`config.mk`:
```
export PLATFORM = sky130hd
export DESIGN_NAME = mult_div_ctrl
export DESIGN_NICKNAME = d
export VERILOG_FILES = /design/src/rtl/mult_div_ctrl.sv
export SDC_FILE = /design/constraint.sdc
export NUM_CORES = 1
export LEC_CHECK = 0
export CORE_ASPECT_RATIO = 0.5
export CORE_MARGIN = 5
export CORE_UTILIZATION = 64
export CTS_CLUSTER_DIAMETER = 40
export DETAILED_ROUTE_END_ITERATION = 10
export HOLD_SLACK_MARGIN = 0.03
export PLACE_DENSITY_LB_ADDON = 0.15
export REMOVE_ABC_BUFFERS = 1
export SETUP_SLACK_MARGIN = 0.15
export SYNTH_ARGS = -nofsm -noshare
export SYNTH_HDL_FRONTEND = slang
export SYNTH_SLANG_ARGS = --single-unit
export TNS_END_PERCENT = 50
```
`constraint.sdc`:
```
create_clock -name clk -period 5.11 [get_ports clk]
set_input_delay 0.511 -clock clk [delete_from_list [all_inputs] [get_ports clk]]
set_output_delay 0.511 -clock clk [all_outputs]
set_load 0.03 [all_outputs]
```
`src/rtl/mult_div_ctrl.sv`:
```
// mult_div_ctrl: iterative signed 32x32 multiply and 32/32 divide unit
// with HI/LO result registers.
//
// Ports:
//   clk        - clock; all state changes on the rising edge
//   reset      - synchronous, active-high reset
//   mult_start - start a signed multiply of a and b (wins over div_start)
//   div_start  - start a signed divide, a / b
//   a, b       - operands, sampled only when a start is accepted in IDLE
//   busy       - high while an operation is in RUN or FIX
//   done       - one-cycle completion pulse
//   div_zero   - divide-by-zero flag; meaningful only while done is high
//   hi, lo     - result registers (product high/low, or remainder/quotient)
//
// Build option:
//   DIV_ZERO_TRAP_EN - when defined, a divide with b == 0 skips the iteration
//                      sequence, pulses done with div_zero set and leaves
//                      hi/lo untouched. When undefined, it runs the normal
//                      sequence and div_zero stays 0.
//
// Timing from the accepting edge E0: the first RUN edge forms operand
// magnitudes, the next 32 RUN edges iterate, the FIX edge (E0+34) applies
// the signs and writes hi/lo, and done is high in the following cycle.

module mult_div_ctrl (
   input  logic        clk,
   input  logic        reset,
   input  logic        mult_start,
   input  logic        div_start,
   input  logic [31:0] a,
   input  logic [31:0] b,
   output logic        busy,
   output logic        done,
   output logic        div_zero,
   output logic [31:0] hi,
   output logic [31:0] lo
);

   typedef enum logic [1:0] {IDLE, RUN, FIX, DONE} state_t;

   state_t      state_q, state_d;
   logic [5:0]  cnt_q, cnt_d;
   logic        is_mult_q, is_mult_d;
   logic        neg_a_q, neg_a_d;
   logic        neg_b_q, neg_b_d;
   logic [31:0] acc_q, acc_d;   // mult: product upper half; div: partial remainder
   logic [31:0] sh_q, sh_d;     // mult: multiplier -> product lower; div: dividend -> quotient
   logic [31:0] opb_q, opb_d;   // multiplicand or divisor magnitude
   logic [31:0] hi_q, hi_d;
   logic [31:0] lo_q, lo_d;
   logic        dz_q, dz_d;

   logic        start;
   logic        div_trap;
   logic [32:0] mul_sum;
   logic [32:0] div_sh;
   logic [31:0] div_diff;
   logic        div_ge;
   logic [63:0] prod;
   logic [63:0] prod_neg;

   function automatic logic [31:0] abs32(input logic [31:0] x);
      // 0x80000000 maps to itself, which is the correct unsigned magnitude
      return x[31] ? (32'd0 - x) : x;
   endfunction

   assign start = mult_start | div_start;

`ifdef DIV_ZERO_TRAP_EN
   assign div_trap = div_start & ~mult_start & (b == 32'd0);
`else
   assign div_trap = 1'b0;
`endif

   // Shift-add step: conditionally add multiplicand to upper half, then
   // shift the 64-bit {acc, sh} pair right by one.
   assign mul_sum  = {1'b0, acc_q} + (sh_q[0] ? {1'b0, opb_q} : 33'd0);

   // Restoring divide step: shift next dividend bit into the remainder and
   // subtract the divisor if it fits. The remainder stays below the divisor,
   // so the 32-bit difference never overflows.
   assign div_sh   = {acc_q, sh_q[31]};
   assign div_ge   = (div_sh >= {1'b0, opb_q});
   assign div_diff = div_sh[31:0] - opb_q;

   assign prod     = {acc_q, sh_q};
   assign prod_neg = 64'd0 - prod;

   // State register
   always_ff @(posedge clk) begin
      if (reset) begin
         state_q   <= IDLE;
         cnt_q     <= '0;
         is_mult_q <= 1'b0;
         neg_a_q   <= 1'b0;
         neg_b_q   <= 1'b0;
         acc_q     <= '0;
         sh_q      <= '0;
         opb_q     <= '0;
         hi_q      <= '0;
         lo_q      <= '0;
         dz_q      <= 1'b0;
      end else begin
         state_q   <= state_d;
         cnt_q     <= cnt_d;
         is_mult_q <= is_mult_d;
         neg_a_q   <= neg_a_d;
         neg_b_q   <= neg_b_d;
         acc_q     <= acc_d;
         sh_q      <= sh_d;
         opb_q     <= opb_d;
         hi_q      <= hi_d;
         lo_q      <= lo_d;
         dz_q      <= dz_d;
      end
   end

   // Next-state logic
   always_comb begin
      state_d = state_q;
      case (state_q)
         IDLE: if (start) state_d = div_trap ? DONE : RUN;
         RUN:  if (cnt_q == 6'd32) state_d = FIX;
         FIX:  state_d = DONE;
         DONE: state_d = IDLE;
         default: state_d = IDLE;
      endcase
   end

   // Datapath next values
   always_comb begin
      cnt_d     = cnt_q;
      is_mult_d = is_mult_q;
      neg_a_d   = neg_a_q;
      neg_b_d   = neg_b_q;
      acc_d     = acc_q;
      sh_d      = sh_q;
      opb_d     = opb_q;
      hi_d      = hi_q;
      lo_d      = lo_q;
      dz_d      = dz_q;
      case (state_q)
         IDLE: begin
            if (start) begin
               is_mult_d = mult_start;
               neg_a_d   = a[31];
               neg_b_d   = b[31];
               sh_d      = a;
               opb_d     = b;
               acc_d     = '0;
               cnt_d     = '0;
               dz_d      = div_trap;
            end
         end
         RUN: begin
            cnt_d = cnt_q + 6'd1;
            if (cnt_q == 6'd0) begin
               // Magnitude setup; multiply keeps |b| in the shifter as the
               // multiplier so its low bit drives each add.
               acc_d = '0;
               if (is_mult_q) begin
                  sh_d  = abs32(opb_q);
                  opb_d = abs32(sh_q);
               end else begin
                  sh_d  = abs32(sh_q);
                  opb_d = abs32(opb_q);
               end
            end else if (is_mult_q) begin
               acc_d = mul_sum[32:1];
               sh_d  = {mul_sum[0], sh_q[31:1]};
            end else if (div_ge) begin
               acc_d = div_diff;
               sh_d  = {sh_q[30:0], 1'b1};
            end else begin
               acc_d = div_sh[31:0];
               sh_d  = {sh_q[30:0], 1'b0};
            end
         end
         FIX: begin
            if (is_mult_q) begin
               hi_d = (neg_a_q ^ neg_b_q) ? prod_neg[63:32] : prod[63:32];
               lo_d = (neg_a_q ^ neg_b_q) ? prod_neg[31:0]  : prod[31:0];
            end else begin
               // Quotient truncates toward zero; remainder follows dividend sign
               lo_d = (neg_a_q ^ neg_b_q) ? (32'd0 - sh_q) : sh_q;
               hi_d = neg_a_q ? (32'd0 - acc_q) : acc_q;
            end
         end
         DONE: dz_d = 1'b0;
         default: ;
      endcase
   end

   // Outputs
   always_comb begin
      busy     = (state_q == RUN) || (state_q == FIX);
      done     = (state_q == DONE);
      div_zero = (state_q == DONE) && dz_q;
      hi       = hi_q;
      lo       = lo_q;
   end

endmodule

```
# --- After elaboration in Yosys (flattened, before gate mapping) ---
# Cells that the tools add are included.
# W data, S select, Z words.
word_totals:
  out_inout_bits: 67
  in_bits: 68
  register_bits: 172
classes:
  reduce_logical: 11
  magnitude_cmp: 1
  n_bitwise: 2
  muxes: 31
  eq_ne: 7
  add_sub_neg: 7
op_table:
  columns: ["cell", "count"]
  rows:
  - ["$mux W32", 20]
  - ["$pmux W32 S2", 3]
  - ["$sub A1 B32 Y32 const A", 3]
  - ["$sub A1 B64 Y64 const A", 1]
  - ["$add A32 B32 Y33", 1]
  - ["$ge A33 B32 Y1", 1]
  - ["$sub A32 B32 Y32", 1]
  - ["$pmux W6 S2", 1]
  - ["$pmux W2 S4", 1]
  - ["$reduce_and A2 Y1", 4]
  - ["$add A6 B1 Y6 const B", 1]
  - ["$eq A6 B6 Y1 const B", 1]
  - ["$logic_not A6 Y1", 1]
  - ["$mux W6", 1]
  - ["$ne A2 B2 Y1 const B", 3]
  - ["$eq A2 B2 Y1 const B", 2]
  - ["$mux W2", 2]
  - ["$reduce_bool A2 Y1", 2]
  - ["$reduce_and A3 Y1", 1]
  - ["$eq A2 B1 Y1 const B", 1]
  - ["$logic_not A2 Y1", 1]
  - ["$mux W1", 2]
  - ["$pmux W1 S2", 1]
  - ["$logic_and A1 B1 Y1", 1]
  - ["3 further kinds", 3]

# --- Logic depth before layout (Yosys ltp) ---
logic_depth:
  depth_word: 5
  ltp_mapped: 14
  mapped_depth_nobuf: 13

# --- Least setup slack after synthesis ---
# OpenSTA, ideal clock, no wires.
synth_path:
  kind: "register -> register"
  start: "reg sh_q[0]"
  end: "reg acc_q[29]"
  path_buffers: 1
  arrival_ns: 3.266
  stages_incl_launch_ff: 15
  slack_ns: 1.722
  setup_time_ns: 0.123
  path_cell_list: "dfxtp_1 -> inv_1 -> buf_1 -> nor2_1 -> ha_1 -> inv_1 -> fa_1 -> nor2b_1 -> o31a_1 -> o211ai_1 -> a2111oi_0 -> o211ai_1 -> or4_1 -> nand3_1 -> o21ai_0"
synth_via:
  elab_chain_cells: 5
synth_rtl:
  columns: ["element", "line_no", "rtl"]
  rows:
  - ["start: declaration", "47", "logic [31:0] sh_q, sh_d;"]
  - ["start signal: assignment", "98", "sh_q <= '0;"]
  - ["start signal: assignment", "110", "sh_q <= sh_d;"]
  - ["$mux W32", "77", "assign mul_sum = {1'b0, acc_q} + (sh_q[0] ? {1'b0, opb_q} : 33'd0);"]
  - ["$add A32 B32 Y33", "77", null]
  - ["$mux W32", "168", "end else if (is_mult_q) begin"]
  - ["$mux W32", "157", "if (cnt_q == 6'd0) begin"]
  - ["$pmux W32 S2", "142", "case (state_q)"]
  - ["end signal: assignment", "97", "acc_q <= '0;"]
  - ["end signal: assignment", "109", "acc_q <= acc_d;"]
  - ["end: declaration", "46", "logic [31:0] acc_q, acc_d;"]
# Every way passes these cells.
# A chain may end at the register's enable or synchronous reset.

# --- Worst setup path in the final report ---
layout_path:
  start: "reg sh_q[0]"
  end: "reg acc_q[31]"
# The elaborated chain is that of the path after synthesis.

==> impl_metrics.ini <==
[cells_and_area]
nets = 2194
fin_area_um2 = 16700
area_growth_pct = 13.4
fillCellCount = 1918
drive_above_1_share_pct = 4.99

[synthesis]
synth_area_um2 = 14700
yosysUniqueCellTypes = 78
yosys_warnings = 0
avgSynthCellArea_um2 = 7.30
synth_area_leaders = dfxtp_1, nor2_1, a211oi_1
muxShareOfSynthArea_pct = 2.54
post_synth_fa_ha_maj_area_fraction_pct = 6.56
yosysTopAreaCellShare_pct = 23.2
ys_ff_latch = 171
synth_top_family_by_area = compound AO/OA/AOI/OAI gates
synth_compound_area_share_pct = 30.1
ys_seq_area_share_pct = 23.2
ys.flop_type = dfxtp_1
synthXorXnorAreaFrac_pct = 8.74
yosys.area.top_type = dfxtp_1
synth_edf_count = 0
synth-simple-area-share_pct = 22.9
async_flop_share_pct = 0
syn_inst = 2019

[setup_path]
crit_fanout = 27
rr_startpoint = sh_q[0]$_SDFFE_PP0P_
r2r_cells = 14
arrival_ps = 4530
worstPathRequired_ps = 5490
critPathKind = register to register
worstSetupStartpointType = register
regToRegSetupSlack_ps = 970
endpoint_kind = register
crit_start = sh_q[0]$_SDFFE_PP0P_
worst_r2r_endpoint = acc_q[31]$_SDFFE_PP0P_

[clock_tree]
numClockSinks = 171
cts_setup_buffers = 0
cts_repair_resize_count = 0
clock_path_buffers = 2
htree_num_levels = 4
cts_root_buf = clkbuf_16
clk_latency_ps = 460
numCtsBuffers = 17
cts_tree = built
postCtsHoldBufs = 0
path_clk_slew_ps = 70

[global_route]
grt_pass1_wl_um = 79800
grt_overflow_total = 0
antenna_found_initial = 0
grt_pass1_vias = 14400
track_usage_pct = 38.3
grt_max_degree = 107

[die]
die-area_um2 = 26300
core_area_um2 = 22700
ios = 135
rows = 39
die_h_um = 117
chipWidth_um = 225
start_util_pct = 64.8

[sta]
setup_viol = 0
fin_crit_ps = 4140
skew_ps = 10.7
fin_crit_sh_pct = 81.1
rsz0062_at_grt = false
tns_ps = 0
tightest_slew_ps = 1200
holdWs_ps = 485
final_max_slew_viol_count = 0
hold_viol = 0
max_slew_margin_pct = 19.9
clock.fmax_ghz = 0.241

[power_and_ir_drop]
p_int_mw = 4.71
power.density_nw_per_um2 = 602
clockPowerShare_pct = 12.8
peakVddDrop_mv = 0.412
p_leak_nw = 6.40
power_mw = 10.1
combPwrFrac_pct = 64.8
p_sw_share_pct = 53.2
switchingPower_mw = 5.36
seqPwrFrac_pct = 22.4

[detailed_routing]
num_vias = 16300
ant_nets = 0
drc_errors = 0
finalWirelength_um = 52100
dr.pass1.iters = 6
routed_via_density = 6.86
wl_per_cell_um = 22.0
dr.first_iter.drc_count = 2312

[placed_design]
gp_congestion = 1.01
placed_area_um2 = 16200
dp.final_hpwl_um = 37800
port_buffers = 133

[flow_run]
drv_cap = 0

[hold_path]
worstHoldStart = lo[14]$_SDFFE_PP0P_
hold_end = lo[14]$_SDFFE_PP0P_
holdCritPathClass = register to register
min_path_cells = 2

[outcome]
status = complete, no violations
## worst max-delay path by stage
stage                                  end  slack (ps)  cells after the start
detailed placement  acc_q[31]$_SDFFE_PP0P_        1170                     14
CTS                 acc_q[31]$_SDFFE_PP0P_        1070                     14
global route        acc_q[27]$_SDFFE_PP0P_         760                     14
finish              acc_q[31]$_SDFFE_PP0P_         970                     14
floorplan            opb_q[3]$_SDFFE_PP0P_        -930                      7
global placement    acc_q[29]$_SDFFE_PP0P_        1300                     14
## state kept, by name (all words and copies together) (netlist names)
register and flops:
opb_q 32, state_q 2, acc_q 32, hi 32
sh_q 32, neg_b_q 1, neg_a_q 1, lo 32
is_mult_q 1, cnt_q 6
## routing by layer
| metal | routed length (um) | up-vias | share of wire [%] | GRT usage (%) |
|---|---|---|---|---|
| li1 | - | 7529 | - | - |
| met1 | 21800 | 7590 | 42 | 52.3 |
| met2 | 21600 | 1000 | 41 | 57.5 |
| met3 | 6540 | 160 | 13 | 10.3 |
| met4 | 2220 | 0 | 4.3 | 17.0 |
| met5 | 0 | - | 0 | 0 |
## synthesized netlist by cell type, drive strengths merged (25+ instances only)
master,n
nand2,168
buf,25
nor3,81
a211oi,125
clkbuf,132
xor2,69
nand3,33
dfxtp,171
a31oi,26
a21oi,132
a21o,37
nor2,261
xnor2,78
mux2i,34
ha,74
o21ai,105
o211ai,26
nor4,28
inv,67
## critical path: stages (launching register included)
cell,delay (ps)
dfxtp_1,430
inv_1,500
nor2_1,250
ha_1,200
inv_1,60
fa_1,370
nor2b_1,200
o31a_1,240
o211ai_1,190
a2111oi_0,410
buf_4,210
o211ai_1,260
o311ai_0,460
a21oi_1,120
a211oi_1,170
## cell usage in the layout (no fill, tap or decap), types with 69 or more instances in the layout
cell type	synthesis	routed
nor2_1	261	260
dfxtp_1	171	170
nand2_1	167	167
clkdlybuf4s50_1	0	132
a21oi_1	132	131
a211oi_1	125	125
o21ai_0	103	102
nor3_1	81	81
xnor2_1	78	78
ha_1	74	72
xor2_1	69	69
## through the flow
step,std cells,utilization [%],worst slack (ps)
after floorplan,1862,-,-934
after global placement,2338,71.1,1300
after detailed placement,2338,71.1,1170
after CTS,2370,73.5,1070
after global routing,2370,73.5,758
final,2373,73.5,966
## cells by family (layout without fill, tap and decap cells)
kind of cell	after synthesis	after routing
AO/OA/AOI/OAI	644	644
other	1	4
flip-flops	171	171
AND/OR/NAND/NOR	719	719
multiplexers	36	36
buffers and inverters	225	269
adder cells (fa/ha/maj)	76	76
XOR/XNOR	147	147
## power groups by stage
stage                     clock network (mW)  logic [mW]  registers [mW]
after floorplan                            0        4.06            2.50
after detailed placement                   0        6.28            2.26
after global placement                     0        6.23            2.25
final                                   1.28        6.52            2.26
after global routing                    1.34        7.00            2.31
after CTS                               1.28        6.32            2.23
## cell type report
type	instances	area (um^2)	area share, %
timing repair buffer	169	1600	9.57
antenna	3	7.51	0.0449
clock inverter	14	106	0.636
sequential	171	3430	20.5
clock buffer	18	439	2.63
tap	307	384	2.30
inverter	68	255	1.53
multi-input combinational	1623	10500	62.8
Note: power is estimated with default switching activity, not from simulation.
